$ cat src/rtl/reg_write_arbiter_pkg.sv
// Shared definitions for the round-robin write arbiter: FSM state encoding and default sizes.
package reg_write_arbiter_pkg;

  localparam int unsigned DefaultNReq  = 4;
  localparam int unsigned DefaultWidth = 8;

  typedef enum logic [1:0] {
    StIdle  = 2'd0,
    StGrant = 2'd1,
    StWrite = 2'd2
  } arb_state_e;

endpackage

$ cat src/rtl/reg_write_arbiter_if.sv
// Requester-side bus of the shared-register write arbiter.
import reg_write_arbiter_pkg::*;

interface reg_write_arbiter_if #(
  parameter int unsigned N_REQ = DefaultNReq,
  parameter int unsigned WIDTH = DefaultWidth
);
  logic [N_REQ-1:0]       req;
  logic [N_REQ*WIDTH-1:0] wdata;
  logic [N_REQ-1:0]       gnt;
  logic [N_REQ-1:0]       ack;
  logic [WIDTH-1:0]       q;
  logic                   busy;

  modport master (output req, wdata, input gnt, ack, q, busy);
  modport slave  (input req, wdata, output gnt, ack, q, busy);
endinterface

$ cat src/rtl/reg_write_arbiter_pick.sv
// Combinational round-robin pick: first set bit of req_masked_i searching from last_i+1 upward.
import reg_write_arbiter_pkg::*;

module rr_priority_pick #(
  parameter int unsigned N_REQ = DefaultNReq,
  parameter int unsigned IdxW  = (N_REQ > 1) ? $clog2(N_REQ) : 1
) (
  input  logic [N_REQ-1:0] req_masked_i,
  input  logic [IdxW-1:0]  last_i,
  output logic [N_REQ-1:0] onehot_o,
  output logic [IdxW-1:0]  idx_o,
  output logic             any_o
);

  int unsigned     cand;
  logic [IdxW-1:0] cand_idx;

  always_comb begin
    onehot_o = '0;
    idx_o    = '0;
    any_o    = 1'b0;
    cand     = 0;
    cand_idx = '0;
    for (int unsigned k = 1; k <= N_REQ; k++) begin
      cand     = (32'(last_i) + k) % N_REQ;
      cand_idx = IdxW'(cand);
      if (!any_o && req_masked_i[cand_idx]) begin
        any_o              = 1'b1;
        idx_o              = cand_idx;
        onehot_o[cand_idx] = 1'b1;
      end
    end
  end

endmodule

$ cat src/rtl/reg_write_arbiter.sv
// Round-robin arbiter owning one shared WIDTH-bit register written by N_REQ requesters.
import reg_write_arbiter_pkg::*;

module reg_write_arbiter #(
  parameter int unsigned N_REQ = DefaultNReq,
  parameter int unsigned WIDTH = DefaultWidth
) (
  input logic                clk,
  input logic                reset,
  reg_write_arbiter_if.slave bus
);

  localparam int unsigned IdxW = (N_REQ > 1) ? $clog2(N_REQ) : 1;

  arb_state_e       state_q, state_d;
  logic [IdxW-1:0]  last_q, last_d;
  logic [IdxW-1:0]  gidx_q, gidx_d;
  logic [N_REQ-1:0] gnt_q, gnt_d;
  logic [N_REQ-1:0] ack_q, ack_d;
  logic [WIDTH-1:0] q_q, q_d;

  logic [N_REQ-1:0] last_oh;
  logic [N_REQ-1:0] pick_in;
  logic [N_REQ-1:0] pick_oh;
  logic [IdxW-1:0]  pick_idx;
  logic             pick_any;

  assign last_oh = {{(N_REQ-1){1'b0}}, 1'b1} << last_q;
  // Just-acked requester sits out the WRITE-cycle arbitration so others get a turn.
  assign pick_in = (state_q == StWrite) ? (bus.req & ~last_oh) : bus.req;

  rr_priority_pick #(
    .N_REQ(N_REQ),
    .IdxW (IdxW)
  ) u_pick (
    .req_masked_i(pick_in),
    .last_i      (last_q),
    .onehot_o    (pick_oh),
    .idx_o       (pick_idx),
    .any_o       (pick_any)
  );

  always_ff @(posedge clk) begin
    if (reset) begin
      state_q <= StIdle;
    end else begin
      state_q <= state_d;
    end
  end

  always_comb begin
    state_d = state_q;
    unique case (state_q)
      StIdle:  if (pick_any) state_d = StGrant;
      StGrant: state_d = bus.req[gidx_q] ? StWrite : StIdle;
      StWrite: state_d = pick_any ? StGrant : StIdle;
      default: state_d = StIdle;
    endcase
  end

  always_comb begin
    gnt_d  = '0;
    ack_d  = '0;
    q_d    = q_q;
    last_d = last_q;
    gidx_d = gidx_q;
    unique case (state_q)
      StIdle, StWrite: begin
        if (pick_any) begin
          gnt_d  = pick_oh;
          gidx_d = pick_idx;
        end
      end
      StGrant: begin
        // A withdrawn request aborts without touching q or the pointer.
        if (bus.req[gidx_q]) begin
          q_d    = bus.wdata[gidx_q*WIDTH +: WIDTH];
          ack_d  = gnt_q;
          last_d = gidx_q;
        end
      end
      default: ;
    endcase
  end

  always_ff @(posedge clk) begin
    if (reset) begin
      last_q <= IdxW'(N_REQ - 1);
      gidx_q <= '0;
      gnt_q  <= '0;
      ack_q  <= '0;
      q_q    <= '0;
    end else begin
      last_q <= last_d;
      gidx_q <= gidx_d;
      gnt_q  <= gnt_d;
      ack_q  <= ack_d;
      q_q    <= q_d;
    end
  end

  assign bus.gnt  = gnt_q;
  assign bus.ack  = ack_q;
  assign bus.q    = q_q;
  assign bus.busy = (state_q != StIdle);

endmodule
$ cat src/flat_wrapper.sv
// flat-port wrapper written by rule: the top's interface ports become plain ports
module reg_write_arbiter_flat 
#(
  parameter int unsigned N_REQ = DefaultNReq,
  parameter int unsigned WIDTH = DefaultWidth
)
  (clk, reset, bus_req, bus_wdata, bus_gnt, bus_ack, bus_q, bus_busy);
  reg_write_arbiter_if #(.N_REQ(N_REQ), .WIDTH(WIDTH)) bus_i ();
  input logic clk;
  input logic reset;
  input wire logic [$bits(bus_i.req)-1:0] bus_req;
  input wire logic [$bits(bus_i.wdata)-1:0] bus_wdata;
  output wire logic [$bits(bus_i.gnt)-1:0] bus_gnt;
  output wire logic [$bits(bus_i.ack)-1:0] bus_ack;
  output wire logic [$bits(bus_i.q)-1:0] bus_q;
  output wire logic [$bits(bus_i.busy)-1:0] bus_busy;
  assign bus_i.req = bus_req;
  assign bus_i.wdata = bus_wdata;
  assign bus_gnt = bus_i.gnt;
  assign bus_ack = bus_i.ack;
  assign bus_q = bus_i.q;
  assign bus_busy = bus_i.busy;
  reg_write_arbiter #(.N_REQ(N_REQ), .WIDTH(WIDTH)) u_core (.clk(clk), .reset(reset), .bus(bus_i));
endmodule
$ cat config.mk
export PLATFORM = sky130hd
export DESIGN_NAME = reg_write_arbiter_flat
export DESIGN_NICKNAME = d
export VERILOG_FILES = /design/src/rtl/reg_write_arbiter_pkg.sv /design/src/rtl/reg_write_arbiter_if.sv /design/src/rtl/reg_write_arbiter_pick.sv /design/src/rtl/reg_write_arbiter.sv /design/src/flat_wrapper.sv
export SDC_FILE = /design/constraint.sdc
export NUM_CORES = 1
export LEC_CHECK = 0
export BUFFER_PORTS_ARGS = -buffer_cell sky130_fd_sc_hd__buf_4
export CAP_MARGIN = 0
export CORE_ASPECT_RATIO = 1.2
export CORE_MARGIN = 2
export CORE_UTILIZATION = 45
export CTS_CLUSTER_DIAMETER = 200
export CTS_CLUSTER_SIZE = 16
export DETAILED_ROUTE_END_ITERATION = 12
export HOLD_SLACK_MARGIN = 0.1
export PLACE_DENSITY = 0.69
export SKIP_CTS_REPAIR_TIMING = 1
export SLEW_MARGIN = 20
export SYNTH_ARGS = -nofsm -noshare
export SYNTH_HDL_FRONTEND = slang
export SYNTH_HIERARCHICAL = 1
export SYNTH_SLANG_ARGS = --single-unit
export TNS_END_PERCENT = 1
$ cat constraint.sdc
create_clock -name clk -period 3 [get_ports clk]
set_input_delay 0.15 -clock clk [delete_from_list [all_inputs] [get_ports clk]]
set_output_delay 0.15 -clock clk [all_outputs]
set_load 0.01 [all_outputs]
==> summary.md <==
| Metric | Value |
|---|---|
| Synthesized cell area | `1630 um2` |
| Io pins | `55` |
| CP max-delay cell | `ha_1` |
| PwrDens | `roughly 390 nW/um2` |
| CP Launch Type | `flip-flop` |
| R2R setup slack | `a little under 0.4 ns` |
| DRC errors left | `7` |
| Leak pwr | `approximately 0.95 nW` |
| Reg power frac | `just over 40%` |
| Initial core utilization | `47.9%` |
| Setup Viol. Count Final | `0` |
| Crit path cell chain | `inv_1 -> ha_1 -> inv_1 -> a31oi_1 -> o31ai_1 -> a2111o_1 -> and2_1` |
| Finished Layout Cells | `259` |
| Hold Violations, Final | `0` |
| Largest stage delay on the critical path | `0.53 ns` |
| Final core occ | `61.6%` |
| Gpl congestion | `1.06` |
| TritonCTS clock tree | `built` |
| CP Max Fanout | `11` |
| Sw Share | `31.2%` |
| Core area | `approximately 3400 um2` |
| Hold Path Class | `input pin to flip-flop` |
| Unrepaired setup endpoints after global routing | `no` |
| Number of buffers created by CTS | `3` |
| Vias | `1,517` |
| Tcrit/Tclk final | `between 80% and 90%` |
| First-pass GRT wire length | `6.99 mm` |
| Pre-antenna DRT Iters | `8` |
| Routed len/inst | `16.3 um` |
| Failing checks | `design-rule violations` |
| Most frequent cells in the layout | `buf_4, dfxtp_1, nor2_1` |
| Worst Tran Pin Value | `0.767 ns` |
| Maximum vdd ir drop | `0.207 mV` |
| Mapped Cells | `171` |
| Area added between synthesis and finish | `28.5%` |
| R2r endpoint | `u_core/bus.gnt[3]` |
| Tmin final | `2.61 ns` |
| CP endpoint kind | `flip-flop` |
| DIE WIDTH | `58.9 um` |
| Vias in the first global route | `roughly 1,500` |
| Mean Syn Cell Area | `approximately 9.5 um2` |
| Drt total wl | `4.21 mm` |
| Buf/Inv on CP | `2` |
| Die Y | `69.9 um` |
| Ant. Diodes | `0` |
| CTS sink cnt | `22` |
| Crit path kind | `flip-flop to flip-flop` |
| Reg2reg start | `u_core/last_q[0]` |
| Vias/cell | `about 6` |
| Worst EP arrival | `approximately 2.8 ns` |
| CP delay by family, top | `compound AO/OA/AOI/OAI gates` |
| MaxCap Viol Count | `0` |
| Max Root-Sink Buffers | `2` |
| Nets@finish | `270` |
| Ys flop type | `dfxtp_1` |
| Largest net degree at the start of global routing | `20` |
| HPWL after detailed placement | `~3.3 mm` |
| Post-synth EDFFs | `0` |
| H-tree depth | `1` |
| Reg2reg path depth | `7` |
| Skew final | `0.00681 ns` |
| Share of cells above drive strength 1 | `36.0%` |
| # rows | `23` |
| Placed Cells incl. Taps | `256` |
| Yosys warnings | `6` |
| Most area-hungry cell type in the Yosys netlist | `dfxtp_1` |
| Number of synthesized register bits | `22` |
| Internal power | `0.000564 W` |
| Grt total ovfl | `0` |
| Root buffer cell | `clkbuf_8` |
| Synth async-reset ratio | `0%` |
| Hold Startpoint | `reset` |
| Switching power | `0.000256 W` |
| Final antenna-violating net count | `0` |
| Synth top area cells | `dfxtp_1, mux4_2, mux2i_1, ha_1, nor2_1` |
| Combinational power share | `38.2%` |
| Slew margin rel. | `48.9%` |
| Status | `complete, but fails checks` |
| Commonest non-fill, non-tap cell in the layout | `buf_4` |
| Reg clk slew, reported paths | `0.07 ns` |
| Initial DRC count | `97` |
| Most used cell, CP | `inv_1` |
| Gr usage total | `a little over a fifth` |
| Port-buffer cells | `54` |
| Antenna violations before repair | `0` |
| Seq/Total Area, Yosys | `a little over a quarter` |
| Syn nets | `217` |
| Die area | `4120 um2` |
| Worst hold endpoint | `u_core/bus.q[6]` |
| Fmax | `382 MHz` |
| Setup TNS | `0 ns` |
| Worst skew pair latency | `0.26 ns` |
| Final Max Tran Viols | `0` |
| CP required | `3.15 ns` |
| WHS Path Cells | `2` |
| Top cell type's share of synthesized area | `27.1%` |
| Clock Power Share | `21.1%` |
| Unique masters post-synth | `41` |
| Levels on crit path | `7` |
==> per-stage QoR <==
step | instance area [um2] | hold WS, ns | total power [W] | worst slack, ns
floorplan | 1630 | 0.244 | 0.000550 | 0.463
detailed placement | 2050 | 0.448 | 0.000650 | 0.543
finish | 2090 | 0.175 | 0.000820 | 0.386
global route | 2090 | 0.182 | 0.000876 | 0.276
global placement | 2050 | 0.440 | 0.000641 | 0.641
CTS | 2090 | 0.173 | 0.000827 | 0.466
==> cells in the mapped netlist, types with 5 or more instances <==
cell / n
ha_1: 8
buf_2: 5
nand2_1: 7
dfxtp_1: 22
inv_1: 10
and2_1: 8
nand4_1: 6
a31oi_1: 5
mux2i_1: 15
mux4_2: 10
nor2_1: 18
==> routing by layer <==
layer	routed length (um)	global-route usage, %
met4	67	8.59
met5	0	0
met1	1660	26.6
met2	2200	36.7
met3	283	1.85
==> power by group through the flow <==
stage	clock [W]	combinational [W]	sequential (W)
after floorplan	0	0.000209	0.000341
after global placement	0	0.000302	0.000339
after detailed placement	0	0.000310	0.000340
after CTS	0.000181	0.000312	0.000334
after global routing	0.000196	0.000342	0.000338
final	0.000173	0.000313	0.000334
==> registers in the layout (all words and copies together), names as in the netlist <==
register and cells:
u_core/bus.q 8, u_core/bus.ack 4, u_core/bus.gnt 4, u_core/gidx_q 2
u_core/last_q 2, u_core/state_q 2
==> kinds of logic (layout without fill, tap and decap cells) <==
kind of cell             count (synthesis)  after routing  share of synthesized area (%)
AND/OR/NAND/NOR                         59             59                           20.0
AO/OA/AOI/OAI                           34             34                           16.2
multiplexers                            26             26                           23.8
flip-flops                              22             22                           27.1
buffers and inverters                   22             73                           6.84
adder cells (fa/ha/maj)                  8              8                           6.15
==> cell type report <==
type	count	area, um2
Fill cell	296	1300
Timing Repair Buffer	60	450
Inverter	10	37.5
Sequential cell	22	440
Multi-Input combinational cell	127	1080
Clock buffer	3	41.3
Tap cell	37	46.3
==> worst reg2reg max path, cell delays in order (launching register included) <==
cell and delay, ns:
dfxtp_1 0.44, inv_1 0.15, ha_1 0.53, inv_1 0.22
a31oi_1 0.46, o31ai_1 0.19, a2111o_1 0.37, and2_1 0.14
==> worst max path at each step <==
| stage | from | end | slack (ns) |
|---|---|---|---|
| 3_3_place_gp | u_core/last_q[0] | u_core/bus.gnt[3] | 0.64 |
| 4_1_cts | u_core/last_q[0] | u_core/bus.gnt[3] | 0.47 |
| 3_5_place_dp | u_core/last_q[0] | u_core/bus.gnt[3] | 0.54 |
| 2_1_floorplan | u_core/last_q[0] | u_core/bus.gnt[2] | 0.46 |
| 6_report | u_core/last_q[0] | u_core/bus.gnt[3] | 0.39 |
| 5_1_grt | u_core/last_q[0] | u_core/bus.gnt[3] | 0.28 |
No activity file was read; power rests on OpenSTA's default activity.
